<file path="src/rtl/seq_tx_sched.sv">
// rtl/seq_tx_sched.sv - round-robin serial frame transmitter for four requesters
// Frame: header, 32 payload bits MSB first, 8-bit additive checksum, then forced idle gap.
module seq_tx_sched #(
  parameter logic [7:0] HEAD_PAT = 8'hA5,
  parameter int         HEAD_LEN = 8,
  parameter int         GAP      = 4
) (
  input  logic         clk,
  input  logic         rst_n,
  input  logic [3:0]   req,
  input  logic [127:0] payload,
  output logic [3:0]   grant,
  output logic         sdo,
  output logic         busy,
  output logic         done,
  output logic [1:0]   cur_id
);

  typedef enum logic [2:0] {
    S_IDLE,
    S_HEAD,
    S_DATA,
    S_SUM,
    S_GAP
  } state_t;

  // Header left-justified so the first bit to send always sits in bit 7.
  localparam logic [7:0] HEAD_ALIGNED = HEAD_PAT << (8 - HEAD_LEN);
  localparam logic [5:0] HEAD_LAST    = 6'(HEAD_LEN - 1);
  localparam logic [5:0] DATA_LAST    = 6'd31;
  localparam logic [5:0] SUM_LAST     = 6'd7;
  localparam logic [5:0] GAP_LAST     = 6'(GAP - 1);

  state_t      state, state_nxt;
  logic [5:0]  cnt, cnt_nxt;
  logic [1:0]  ptr, ptr_nxt;
  logic [31:0] shreg, shreg_nxt;
  logic [7:0]  hdr, hdr_nxt;
  logic [7:0]  sum_sr, sum_nxt;
  logic        sdo_nxt, busy_nxt, done_nxt;
  logic [3:0]  grant_nxt;
  logic [1:0]  cur_id_nxt;

  logic        found;
  logic [1:0]  gidx;
  logic [31:0] sel_word;
  logic [7:0]  chk;

  function automatic logic [2:0] rr_pick(input logic [3:0] r, input logic [1:0] p);
    logic [1:0] idx;
    logic [2:0] res;
    res = {1'b0, p};
    for (int k = 0; k < 4; k++) begin
      idx = p + 2'(k);
      if (!res[2] && r[idx]) res = {1'b1, idx};
    end
    return res;
  endfunction

  always_comb begin
    {found, gidx} = rr_pick(req, ptr);
    sel_word      = payload[32*gidx +: 32];
    chk           = sel_word[31:24] + sel_word[23:16] + sel_word[15:8] + sel_word[7:0];
  end

  always_ff @(posedge clk or negedge rst_n) begin
    if (!rst_n) begin
      state  <= S_IDLE;
      cnt    <= 6'd0;
      ptr    <= 2'd0;
      shreg  <= 32'd0;
      hdr    <= 8'd0;
      sum_sr <= 8'd0;
      sdo    <= 1'b0;
      grant  <= 4'd0;
      busy   <= 1'b0;
      done   <= 1'b0;
      cur_id <= 2'd0;
    end else begin
      state  <= state_nxt;
      cnt    <= cnt_nxt;
      ptr    <= ptr_nxt;
      shreg  <= shreg_nxt;
      hdr    <= hdr_nxt;
      sum_sr <= sum_nxt;
      sdo    <= sdo_nxt;
      grant  <= grant_nxt;
      busy   <= busy_nxt;
      done   <= done_nxt;
      cur_id <= cur_id_nxt;
    end
  end

  // All outputs are registered: the state register names what sdo carries this cycle.
  always_comb begin
    state_nxt  = state;
    cnt_nxt    = cnt + 6'd1;
    ptr_nxt    = ptr;
    shreg_nxt  = shreg;
    hdr_nxt    = hdr;
    sum_nxt    = sum_sr;
    sdo_nxt    = 1'b0;
    grant_nxt  = 4'd0;
    busy_nxt   = busy;
    done_nxt   = 1'b0;
    cur_id_nxt = cur_id;
    case (state)
      S_IDLE: begin
        cnt_nxt = 6'd0;
        if (found) begin
          grant_nxt  = 4'b0001 << gidx;
          shreg_nxt  = sel_word;
          sum_nxt    = chk;
          hdr_nxt    = HEAD_ALIGNED << 1;
          sdo_nxt    = HEAD_ALIGNED[7];
          cur_id_nxt = gidx;
          busy_nxt   = 1'b1;
          ptr_nxt    = gidx + 2'd1;
          state_nxt  = S_HEAD;
        end
      end
      S_HEAD: begin
        if (cnt == HEAD_LAST) begin
          state_nxt = S_DATA;
          cnt_nxt   = 6'd0;
          sdo_nxt   = shreg[31];
          shreg_nxt = shreg << 1;
        end else begin
          sdo_nxt = hdr[7];
          hdr_nxt = hdr << 1;
        end
      end
      S_DATA: begin
        if (cnt == DATA_LAST) begin
          state_nxt = S_SUM;
          cnt_nxt   = 6'd0;
          sdo_nxt   = sum_sr[7];
          sum_nxt   = sum_sr << 1;
        end else begin
          sdo_nxt   = shreg[31];
          shreg_nxt = shreg << 1;
        end
      end
      S_SUM: begin
        if (cnt == SUM_LAST) begin
          state_nxt = S_GAP;
          cnt_nxt   = 6'd0;
        end else begin
          sdo_nxt  = sum_sr[7];
          sum_nxt  = sum_sr << 1;
          done_nxt = (cnt == SUM_LAST - 6'd1);
        end
      end
      S_GAP: begin
        if (cnt == GAP_LAST) begin
          state_nxt = S_IDLE;
          cnt_nxt   = 6'd0;
          busy_nxt  = 1'b0;
        end
      end
      default: begin
        state_nxt = S_IDLE;
        cnt_nxt   = 6'd0;
        busy_nxt  = 1'b0;
      end
    endcase
  end

endmodule
</file>
<file path="config.mk">
export PLATFORM = sky130hd
export DESIGN_NAME = seq_tx_sched
export DESIGN_NICKNAME = d
export VERILOG_FILES = /design/src/rtl/seq_tx_sched.sv
export SDC_FILE = /design/constraint.sdc
export NUM_CORES = 1
export LEC_CHECK = 0
export CELL_PAD_IN_SITES_DETAIL_PLACEMENT = 0
export CELL_PAD_IN_SITES_GLOBAL_PLACEMENT = 1
export CORE_MARGIN = 2
export CORE_UTILIZATION = 37
export DETAILED_ROUTE_END_ITERATION = 10
export PLACE_DENSITY_LB_ADDON = 0.3
export SETUP_SLACK_MARGIN = 0.5
export SYNTH_ARGS = -nofsm -noshare
export SYNTH_HDL_FRONTEND = slang
export SYNTH_SLANG_ARGS = --single-unit
export TNS_END_PERCENT = 50
</file>
<file path="constraint.sdc">
create_clock -name clk -period 11.7 [get_ports clk]
set_input_delay 1.755 -clock clk [delete_from_list [all_inputs] [get_ports clk]]
set_output_delay 1.755 -clock clk [all_outputs]
set_load 0.005 [all_outputs]
</file>
# Word level (Yosys, flattened, before mapping)
# Cells that the tools add are included.
# op_classes
n_mux	45
eq_ne	16
n_bitwise	1
addsub	8
reduce_logical	18
n_shift	2
order_cmp	4
# ops
cell	n
indexed part select 128 x 8 -> 32 bit	1
two-way mux 32 bit	3
one-hot mux 32 bit (3 select lines)	1
two-way mux 8 bit	5
two-way mux 3 bit	9
adder 8 bit	3
one-hot mux 8 bit (3 select lines)	1
two-way mux 6 bit	3
one-hot mux 6 bit (3 select lines)	1
inequality test 2 bit (second input constant)	8
one-hot mux 8 bit (2 select lines)	1
one-hot mux 3 bit (5 select lines)	1
== test 6 x 3 -> 1 bit (second input constant)	2
< comparator 2 x 3 -> 1 bit (second input constant)	4
two-way mux 1 bit	12
binary-select mux 1 bit (select 2 bit)	4
two-way mux 4 bit	2
AND reduction 4 bit	2
adder 6 x 1 -> 6 bit (second input constant)	1
== test 3 x 2 -> 1 bit (second input constant)	2
== test 6 x 2 -> 1 bit (second input constant)	1
== test 6 x 5 -> 1 bit (second input constant)	1
AND reduction 3 bit	2
nonzero test 3 bit	2
other kinds (16)	22
# totals
wordCells	105
in_bits	134
register_bits	68
out_inout_bits	9

# Logic depth before layout (Yosys ltp)
# Gate-level depths: netlist (run 1).
# logic_depth
depth_word	18
ltp_mapped	22
ltp_nobuf	21

# Worst setup path before layout (run 1)
# No wires, ideal clock.
# synth_timing
path_kind	in2reg
start	input req[0]
end	register sum_sr[7]
path_stages	22
setup_time_ns	0.134
path_buffers	2
slack_ns	5.596
t_required_ns	11.566
arrival_time_ns	5.970
cell_sequence	nor2b_1 a2111o_1 nand2_4 inv_2 buf_2 buf_1 nand2_1 a31oi_1 fa_1 inv_1 fa_1 inv_1 ha_1 fa_1 a21oi_1 o21bai_1 a2111o_1 o211ai_1 nor3_1 o21a_1 mux2i_1 o211ai_1
# synth_between
elab_chain_len	18
word_cells_on_any_way	26
cone_classes	3 x add/sub; 1 x eq/ne; 1 x shift; 14 x mux; 7 x reduce/logical
# synth_rtl
item	line	rtl
from (decl)	10	input logic [3:0] req,
binary-select mux 1 bit (select 2 bit)	55	if (!res[2] && r[idx]) res = {1'b1, idx};
two-way mux 1 bit (not written as such)	55	
two-way mux 3 bit	55	
zero test 1 bit	55	
logical AND 1 bit	55	
two-way mux 3 bit	55	
zero test 1 bit	55	
logical AND 1 bit	55	
two-way mux 3 bit	55	
zero test 1 bit	55	
logical AND 1 bit	55	
two-way mux 3 bit *	55	
indexed part select 128 x 8 -> 32 bit	62	sel_word = payload[32*gidx +: 32];
adder 8 bit (3 in series)	63	chk = sel_word[31:24] + sel_word[23:16] + sel_word[15:8] + sel_word[7:0];
two-way mux 8 bit	110	if (found) begin
one-hot mux 8 bit (3 select lines)	107	case (state)
to (signal assigned)	85	sum_sr <= sum_nxt;
to (decl)	39	logic [7:0] sum_sr, sum_nxt;
# Every way passes the cells marked *; elsewhere a longest branch is shown, timed or not. The select of a mux whose other input is x is not followed.
# A chain may end at the register's enable or synchronous reset.

# Worst setup path after layout (run 1)
# layout_timing
start	input req[3]
end	register sum_sr[7]
# Same word-level chain as after synthesis.

==> flow_summary.toml, run 1 <==
[routing]
route.detailed.drc = 0
viasPerCell = 5.07
drt_iter0_markers = 376
first_pass_iters = 4
wl_per_cell_um = 15.4
drtAntennaViolNets = 0
wl_mm = 14.3
dr_total_vias = 4698

[global_route]
grt_max_degree = 68
grt.total_usage_pct = 21.0
grt_pass1_vias = 4775
antenna_found_initial = 0
grt_pass1_wl_mm = 23.6
overflow = 0

[clock_tree]
clk_latency_ns = 0.33
cts_resized = 0
cts_root_buf = "clkbuf_16"
hold_buffers = 0
numCtsBuffers = 9
clock-sinks = 67
tritoncts = "yes"
clk_pin_slew_worst_paths_ns = 0.06
h-tree-depth = 3
clk_path_buf_depth = 2
post_cts_buffers = 0

[worst_setup_path]
cp_num_buf_inv = 4
slowest_delay_ns = 0.59
end_kind = "flop"
cp.arrival_ns = 7.62
crit_top_cell = "fa_1"
crit_slowest_cell = "clkdlybuf4s50_1"
cp_max_fo = 65
path_class = "in -> reg"
cp_cell_sequence = "clkdlybuf4s50_1 -> nor2b_1 -> a2111o_1 -> nand2_4 -> inv_2 -> nand2_1 -> and3_1 -> a31oi_1 -> fa_1 -> inv_1 -> fa_1 -> inv_1 -> ha_1 -> fa_1 -> a21oi_1 -> o21bai_1 -> a2111o_1 -> o211ai_1 -> nor3_1 -> o21a_1 -> mux2i_1 -> o211ai_1"
path_delay_family = "adder cells"
worstPathRequired_ns = 11.88
start_kind = "primary input"

[synth]
syn_area_um2 = 4830
synth_ff_type = "dfrtp_1"
synthTopCellsByArea = "dfrtp_1, nand2_1, o21ai_0"
synth_area_leader_cell = "dfrtp_1"
seq_area_frac_synth_pct = 34.7
avgSynthCellArea_um2 = 7.68
synth_warnings = 0
synth_seq_cells = 67
synth_cell_type_count = 42
synth_fp_nets = 790
yosys.area.top_type_share_pct = 34.7
syn_inst = 629
ys_async_sr_fraction_pct = 100
synth-edff-count = 0

[placement]
place_congestion = 0.860
dp_slack_ns = 3.94
io_buffers = 142
dp_hpwl_mm = 10.9

[sta]
fmax_ghz = 0.134
finClkSkew_ns = 0.00377
rsz0062_at_grt = "no"
layout_setup_ws_ns = 4.26
finalCritPeriodShare_pct = 63.6
slew_violations = 0
worst_pin_slew_ns = 0.992
finalCriticalPeriod_ns = 7.44
max-slew-margin-rel_pct = 33.7
hold_violations = 0
finalSetupTns_ns = 0
setup_viol = 0

[layout]
drive_above_1_share_pct = 5.17
nets = 911
antenna_cells = 0
syn2layout_area_growth_pct = 38.1
post-route-util_pct = 52.7

[floorplan]
core_um2 = 12700
die_w_um = 118
fp-row-count = 41
initial_core_util_pct = 38.1
dieArea_um2 = 14000
die_h_um = 118
io_pins = 143

[power]
p_per_area_nw_per_um2 = 351
peakVddDrop_v = 0.000304
leakagePower_nw = 3.01

[worst_hold_path]
hold_path.class = "reg -> reg"

[job]
drv_cap = 0

[run_status]
status = "complete, no violations"
## power by group
| part | internal (W) | leakage, nW | total (W) | switching (W) |
|---|---|---|---|---|
| logic | 0.000706 | 2.03 | 0.00165 | 0.000945 |
| registers | 0.000340 | 0.832 | 0.000411 | 0.0000716 |
| clock network | 0.000173 | 0.149 | 0.000280 | 0.000108 |
## worst register-to-register path: stages (launching register included)
cell      delay, ns
dfrtp_1        0.43
nor2b_1        0.18
a2111o_1       0.48
nand2_4        0.51
inv_2          0.57
nand2_1        0.24
and3_1         0.17
a31oi_1        0.07
fa_1           0.58
inv_1          0.06
fa_1           0.49
inv_1          0.04
ha_1           0.21
fa_1           0.41
a21oi_1        0.15
o21bai_1       0.12
a2111o_1       0.43
o211ai_1       0.12
nor3_1         0.09
o21a_1         0.19
mux2i_1        0.13
o211ai_1       0.11
## cells in the final DEF, fill, tap and decap left out, types with 21 or more instances in the layout
cell type | netlist | layout
a21oi_1 | 22 | 22
and3_1 | 23 | 23
clkdlybuf4s50_1 | 0 | 141
dfrtp_1 | 67 | 67
inv_1 | 30 | 30
mux2i_1 | 23 | 23
nand2_1 | 197 | 197
nand3_1 | 21 | 21
nor2_1 | 29 | 28
o21ai_0 | 61 | 61
## stage by stage
step	power [W]	instances	hold slack [ns]	instance area, µm²
floorplan	0.00165	629	0.450	4830
global placement	0.00203	911	0.461	6360
detailed placement	0.00207	911	0.469	6360
CTS	0.00236	927	0.484	6670
global route	0.00260	927	0.498	6670
finish	0.00234	927	0.478	6670
## cells in the mapped netlist, drive strengths merged, types with 8 or more instances
| library cell | n |
|---|---|
| nand2 | 198 |
| dfrtp | 67 |
| o21ai | 65 |
| inv | 31 |
| nor2 | 29 |
| clkbuf | 25 |
| and3 | 23 |
| mux2i | 23 |
| a21oi | 22 |
| nand3 | 21 |
| a31oi | 19 |
| fa | 14 |
| ha | 13 |
| buf | 12 |
| mux2 | 12 |
| nor2b | 8 |
| nor3 | 8 |
## path summary, 6_finish.rpt
check / startpoint / depth (start not counted) / endpoint / slack, ns
max in group asynchronous: rst_n / 2 / shreg[20] / 9.51
min in group asynchronous: rst_n / 2 / cnt[4] / 1.61
max: req[3] / 22 / sum_sr[7] / 4.26
min: hdr[1] / 2 / hdr[2] / 0.48
max reg2reg: ptr[1] / 21 / sum_sr[7] / 5.76
min reg2reg: hdr[1] / 2 / hdr[2] / 0.48
## cells by family (layout without fill, tap and decap cells)
logic type / after synthesis / after routing / share of synthesized area (%)
DFF: 67 / 67 / 34.7
AOI/OAI and AO/OA: 129 / 129 / 15.4
and+or+nand+nor: 294 / 294 / 25.8
buffers and inverters: 68 / 194 / 5.46
adders and majority gates: 27 / 27 / 9.17
xor gates and xnor gates: 9 / 9 / 1.92
muxes: 35 / 35 / 7.56
## per-layer routing
| metal | routed length [µm] | share of wire (%) | GRT usage (%) |
|---|---|---|---|
| met4 | 285 | 2.0 | 7.15 |
| met1 | 6780 | 47 | 29.0 |
| met2 | 6480 | 45 | 32.9 |
| met5 | 0 | 0 | 0 |
| met3 | 746 | 5.2 | 4.15 |
## state kept, by name, summed over array words and instances, names as in the netlist
register / flops
shreg: 32
sum_sr: 8
hdr: 7
cnt: 6
grant: 4
state: 3
cur_id: 2
ptr: 2
busy: 1
done: 1
sdo: 1
## layout make-up
class                      instances  area [µm²]
clock buffer                      10         239
clock inverter                     6        72.6
fill                            1233        6000
inverter                          31         116
multi-input combinational        494        2900
sequential                        67        1680
tap                              172         215
timing repair buffer             147        1450
(Power assumes the default switching activity.)
==> run 2: changes to the inputs <==
--- a/config.mk
+++ b/config.mk
@@ -8,7 +8,7 @@
 export CELL_PAD_IN_SITES_DETAIL_PLACEMENT = 0
 export CELL_PAD_IN_SITES_GLOBAL_PLACEMENT = 1
 export CORE_MARGIN = 2
-export CORE_UTILIZATION = 37
+export CORE_UTILIZATION = 31
 export DETAILED_ROUTE_END_ITERATION = 10
 export PLACE_DENSITY_LB_ADDON = 0.3
 export SETUP_SLACK_MARGIN = 0.5
==> constraint.sdc (replaced) <==
create_clock -name clk -period 6.5 [get_ports clk]
set_input_delay 0.975 -clock clk [delete_from_list [all_inputs] [get_ports clk]]
set_output_delay 0.975 -clock clk [all_outputs]
set_load 0.005 [all_outputs]
==> run 2 against run 1 <==
Net effect: clock skew increased by 0.0036 ns; clock power increased by 73%; wire length increased by 3.0%; design area increased by 0.96%; power increased by 83%; sequential share of layout area decreased by 0.24 points; final cell count increased by 2.3%; global-route usage decreased by 2.9 points; worst setup slack got worse by 3.4 ns.
==> flow_summary.toml, run 2 (synthesis gave the netlist of run 1 again) <==
[run_status]
status = "complete, no violations"

[worst_setup_path]
path_class = "in -> reg"
cp_num_buf_inv = 5
cp.arrival_ns = 5.85
start_kind = "primary input"
r2r_start = "ptr[1]"
slowest_delay_ns = 0.59
cp_cell_sequence = "clkdlybuf4s50_1 -> nor2b_1 -> a2111o_1 -> nand2_4 -> inv_4 -> buf_4 -> nand2_1 -> a31oi_1 -> fa_1 -> inv_1 -> fa_1 -> inv_1 -> ha_1 -> fa_1 -> a21oi_1 -> o21bai_1 -> a2111o_1 -> o211ai_1 -> nor3_1 -> o21a_1 -> mux2i_1 -> o211ai_1"
ff2ff_setup_slack_ns = 1.54
path_delay_family = "compound AO/OA/AOI/OAI gates"
end_kind = "flop"
crit_slowest_cell = "clkdlybuf4s50_1"
r2r_end = "sum_sr[7]"
cp_max_fo = 20
r2r_cells = 21
worstPathRequired_ns = 6.68
crit_top_cell = "fa_1"

[floorplan]
die_w_um = 129
initial_core_util_pct = 31.8
die_h_um = 129
core_um2 = 15200
fp-row-count = 45
dieArea_um2 = 16600
io_pins = 143

[sta]
setup_viol = 0
fmax_ghz = 0.176
rsz0062_at_grt = "no"
finalSetupTns_ns = 0
finalCriticalPeriod_ns = 5.67
hold_violations = 0
finClkSkew_ns = 0.00737
max-slew-margin-rel_pct = 21.3
slew_violations = 0
layout_setup_ws_ns = 0.831
worst_pin_slew_ns = 1.18
finalCritPeriodShare_pct = 87.2

[power]
swShare_pct = 48.3
p_sw_w = 0.00206
peakVddDrop_v = 0.000624
p_clk_share_pct = 11.3
p_per_area_nw_per_um2 = 635
finalPower_w = 0.00428
leakagePower_nw = 3.03
pwr-share-comb_pct = 71.3
power.internal_w = 0.00221
p_seq_share_pct = 17.4

[clock_tree]
tritoncts = "yes"
cts_root_buf = "clkbuf_16"
clk_path_buf_depth = 2
numCtsBuffers = 9
h-tree-depth = 3
clk_latency_ns = 0.34
clk_pin_slew_worst_paths_ns = 0.06
clock-sinks = 67
post_cts_buffers = 0

[layout]
antenna_cells = 0
post-route-util_pct = 44.3
fillers = 1547
drive_above_1_share_pct = 5.66
largest_reg_flops = 32
reg_top3 = "shreg x32, sum_sr x8, hdr x7"
final_cell_mix = "nand2_1, clkdlybuf4s50_1, dfrtp_1"
mostFrequentLayoutCell = "nand2_1"
syn2layout_area_growth_pct = 39.4
instances_no_fill = 948
nets = 916
regMostFlops = "shreg"

[routing]
wl_per_cell_um = 15.5
route.met3.wl_mm = 1.03
drt_iter0_markers = 229
viasPerCell = 5.02
route.detailed.drc = 0
dr_total_vias = 4762
first_pass_iters = 4
topRoutingLayerUsed = "met4"
wl_mm = 14.7
drtAntennaViolNets = 0
wl_met1_mm = 6.80
route.met2.wl_mm = 6.62

[placement]
dp.cells = 932
io_buffers = 142
dp_hpwl_mm = 11.5
dp_slack_ns = 0.326
place_congestion = 0.872

[worst_hold_path]
hold_depth = 2
min_from = "shreg[31]"
hold_path.class = "reg -> reg"
min_to = "shreg[31]"

[global_route]
antenna_found_initial = 0
grt.total_usage_pct = 18.1
grt_max_degree = 68
grt_pass1_vias = 4730
grt_pass1_wl_mm = 23.4
overflow = 0

[job]
drv_cap = 0
## run 2: power by group through the flow
stage	Clock (W)	Combinational, W	Sequential (W)
2_1_floorplan	0	0.00228	0.000694
3_3_place_gp	0	0.00298	0.000739
3_5_place_dp	0	0.00303	0.000746
4_1_cts	0.000496	0.00305	0.000742
5_1_grt	0.000516	0.00349	0.000767
6_report	0.000484	0.00305	0.000743
## run 2: worst max path at each step
stage	start	to	slack [ns]	cells after the start
5_1_grt	req[3]	sum_sr[7]	0.51	22
3_5_place_dp	req[3]	sum_sr[7]	0.33	22
2_1_floorplan	req[0]	sum_sr[7]	1.18	22
3_3_place_gp	req[3]	sum_sr[7]	0.49	22
6_report	req[3]	sum_sr[7]	0.83	22
4_1_cts	req[3]	sum_sr[7]	0.69	22
## run 2: what timing repair did
action,CTS,global route
hold buffers,0,0
endpoints found under the setup margin,0,1
resized for setup,0,8
## run 2: worst register-to-register path, stage by stage, from the launching register on
cell	delay, ns
dfrtp_1	0.44
nor2b_1	0.18
a2111o_1	0.48
nand2_4	0.12
inv_4	0.10
buf_4	0.20
nand2_1	0.08
a31oi_1	0.12
fa_1	0.52
inv_1	0.06
fa_1	0.50
inv_1	0.04
ha_1	0.22
fa_1	0.41
a21oi_1	0.16
o21bai_1	0.12
a2111o_1	0.42
o211ai_1	0.12
nor3_1	0.09
o21a_1	0.19
mux2i_1	0.12
o211ai_1	0.11
## run 2: per-layer routing
layer / track usage, % / up-vias
met5: 0 / -
met4: 5.56 / 0
met3: 5.32 / 18
met2: 27.9 / 146
met1: 24.6 / 2236
li1: - / 2362
## run 2: metrics by stage
step	hold WS [ns]	instance area, µm²
after CTS	0.482	6710
after global placement	0.460	6420
after detailed placement	0.470	6420
after global routing	0.504	6740
final	0.482	6740
after floorplan	0.450	4830
## run 2: final cells by class
cell class,instances,area [µm²],area share (%)
timing repair buffer,152,1510,22.4
tap,188,235,3.49
clock buffer,10,229,3.40
clock inverter,6,66.3,0.985
sequential,67,1680,24.9
inverter,31,119,1.76
multi-input combinational,494,2900,43.0
==> run 3: changes to the inputs <==
--- a/config.mk
+++ b/config.mk
@@ -5,12 +5,14 @@
 export SDC_FILE = /design/constraint.sdc
 export NUM_CORES = 1
 export LEC_CHECK = 0
+export ABC_AREA = 1
 export CELL_PAD_IN_SITES_DETAIL_PLACEMENT = 0
 export CELL_PAD_IN_SITES_GLOBAL_PLACEMENT = 1
 export CORE_MARGIN = 2
-export CORE_UTILIZATION = 31
+export CORE_UTILIZATION = 32
 export DETAILED_ROUTE_END_ITERATION = 10
 export PLACE_DENSITY_LB_ADDON = 0.3
+export RECOVER_POWER = 100
 export SETUP_SLACK_MARGIN = 0.5
 export SYNTH_ARGS = -nofsm -noshare
 export SYNTH_HDL_FRONTEND = slang
==> run 3 against run 2 <==
Net effect: the run now ends with max-capacitance violations, max-slew violations left; wire length increased by 6.3%; synthesized cell count grew 26%; flip-flop and latch count unchanged; die area is 9.2% higher; first-iteration DRC count rose by 5.7%; count of clock-buffer cells in the layout is 1 lower; core utilization fell by 0.082 points; hold slack improved by 0.00051 ns; final cell count is 21% higher.
==> flow_summary.toml, run 3 <==
[worst_setup_path]
r2r_end = "sum_sr[7]"
crit_slowest_cell = "dlygate4sd3_1"
r2r_cells = 33
start_kind = "primary input"
slowest_delay_ns = 0.57
path_class = "in -> reg"
worstPathRequired_ns = 6.73
end_kind = "flop"
crit_top_cell = "nand2_1"
ff2ff_setup_slack_ns = 1.18
r2r_start = "ptr[0]"
cp.arrival_ns = 5.97
cp_max_fo = 65

[clock_tree]
clk_latency_ns = 0.34
tritoncts = "yes"
clk_pin_slew_worst_paths_ns = 0.06
h-tree-depth = 3
cts_root_buf = "clkbuf_16"
clock-sinks = 67
clk_path_buf_depth = 2
numCtsBuffers = 9

[sta]
finalCriticalPeriod_ns = 5.74
hold_slack_ns = 0.483
finalSetupTns_ns = 0
max-slew-margin-rel_pct = -139
worst_pin_slew_ns = 3.58
setup_viol = 0
hold_violations = 0
finClkSkew_ns = 0.00864
fmax_ghz = 0.174
rsz0062_at_grt = "no"
slew_violations = 68
finalCritPeriodShare_pct = 88.2

[routing]
drtAntennaViolNets = 0
viasPerCell = 4.64
wl_mm = 15.6
first_pass_iters = 7
drt_iter0_markers = 242
wl_per_cell_um = 13.6
route.detailed.drc = 0
dr_total_vias = 5317

[synth]
syn_area_um2 = 5460
synth_common_cells = "nand2_1, nor2_1, inv_1"
synth_area_leader_cell = "dfrtp_1"
syn_inst = 793
synth-edff-count = 0
ys_async_sr_fraction_pct = 100
synth_fp_nets = 954
seq_area_frac_synth_pct = 30.7
yosys.area.top_type_share_pct = 30.7
synth_cell_type_count = 48
synth_warnings = 0
avgSynthCellArea_um2 = 6.89
synthTopCellsByArea = "dfrtp_1, nand2_1, nor2_1"
synth_seq_cells = 67
synth_ff_type = "dfrtp_1"
yosysMostFrequentCell = "nand2_1"

[global_route]
grt_pass1_vias = 5345
overflow = 0
grt_pass1_wl_mm = 26.2
antenna_found_initial = 0
grt.total_usage_pct = 18.0
grt_max_degree = 68

[layout]
antenna_cells = 0
nets = 1083
fillers = 1730
regMostFlops = "shreg"
syn2layout_area_growth_pct = 34.7
register_area_um2 = 1680
multi_input_area_um2 = 3200
largest_reg_flops = 32
final_cell_mix = "nand2_1, clkdlybuf4s50_1, nor2_1"
mostFrequentLayoutCell = "nand2_1"
drive_above_1_share_pct = 6.90
reg_top3 = "shreg x32, sum_sr x8, hdr x7"

[worst_hold_path]
min_to = "cur_id[1]"
min_from = "cur_id[1]"
hold_depth = 2
hold_path.class = "reg -> reg"

[floorplan]
initial_core_util_pct = 32.8
fp-row-count = 47
dieArea_um2 = 18100
core_um2 = 16600
die_h_um = 135
io_pins = 143
die_w_um = 135

[run_status]
status = "finished with violations"
violations = "max-capacitance violations, max-slew violations"

[job]
drv_cap = 1

[placement]
dp_hpwl_mm = 12.1
place_congestion = 0.803
io_buffers = 142
-- run 3: layout make-up --
cell class,count,share of cell area (%)
Multi-Input combinational cell,601,43.5
Clock buffer,9,3.06
Tap cell,220,3.74
Inverter,86,4.45
Sequential cell,67,22.8
Timing Repair Buffer,157,20.8
Clock inverter,7,1.58
-- run 3: routing by layer --
layer / wire (µm) / global-route usage (%)
met5: 0 / 0
met4: 119 / 2.81
met3: 1020 / 4.65
met2: 7140 / 29.8
met1: 7360 / 24.1
-- run 3: worst max path at each step --
stage	startpoint	to	slack, ns	cells after the start
final	req[1]	sum_sr[7]	0.76	33
after global routing	req[1]	sum_sr[7]	0.27	32
after CTS	req[0]	sum_sr[7]	0.70	30
after detailed placement	req[1]	sum_sr[7]	0.35	30
after global placement	req[0]	sum_sr[7]	0.45	30
after floorplan	req[1]	sum_sr[7]	1.46	33
-- run 3: cell families after synthesis --
logic type,Yosys count,synth area share (%)
and+or+nand+nor,437,34.0
AOI/OAI and AO/OA,132,15.5
buffers and inverters,125,10.9
DFF,67,30.7
adders and majority gates,27,8.11
xor gates and xnor gates,5,0.802
-- run 3: critical path: cells and delay by family --
family	cells	cell delay, ns
AO/OA/AOI/OAI	3	0.57
adder cells (fa/ha/maj)	4	1.30
AND/OR/NAND/NOR	19	1.94
buffers and inverters	7	1.16
-- run 3: through the flow --
stage / util [%] / cell area, µm² / cells / setup slack [ns]
detailed placement: 42.0 / 6990 / 1128 / 0.349
global route: 44.2 / 7360 / 1147 / 0.270
finish: 44.2 / 7360 / 1147 / 0.765
floorplan: - / 5460 / 793 / 1.46
CTS: 44.1 / 7330 / 1144 / 0.703
global placement: 42.0 / 6990 / 1128 / 0.449
-- run 3: what timing repair did --
| item | in CTS | in global routing |
|---|---|---|
| gates resized for setup | 0 | 7 |
| setup buffers | 0 | 3 |
| hold buffers | 0 | 0 |
| endpoints found under the setup margin | 0 | 1 |
Power of run 3 is left out: the tool's default activity adds up to more than one toggle a clock period on the data nets, which glitch-free logic cannot reach.
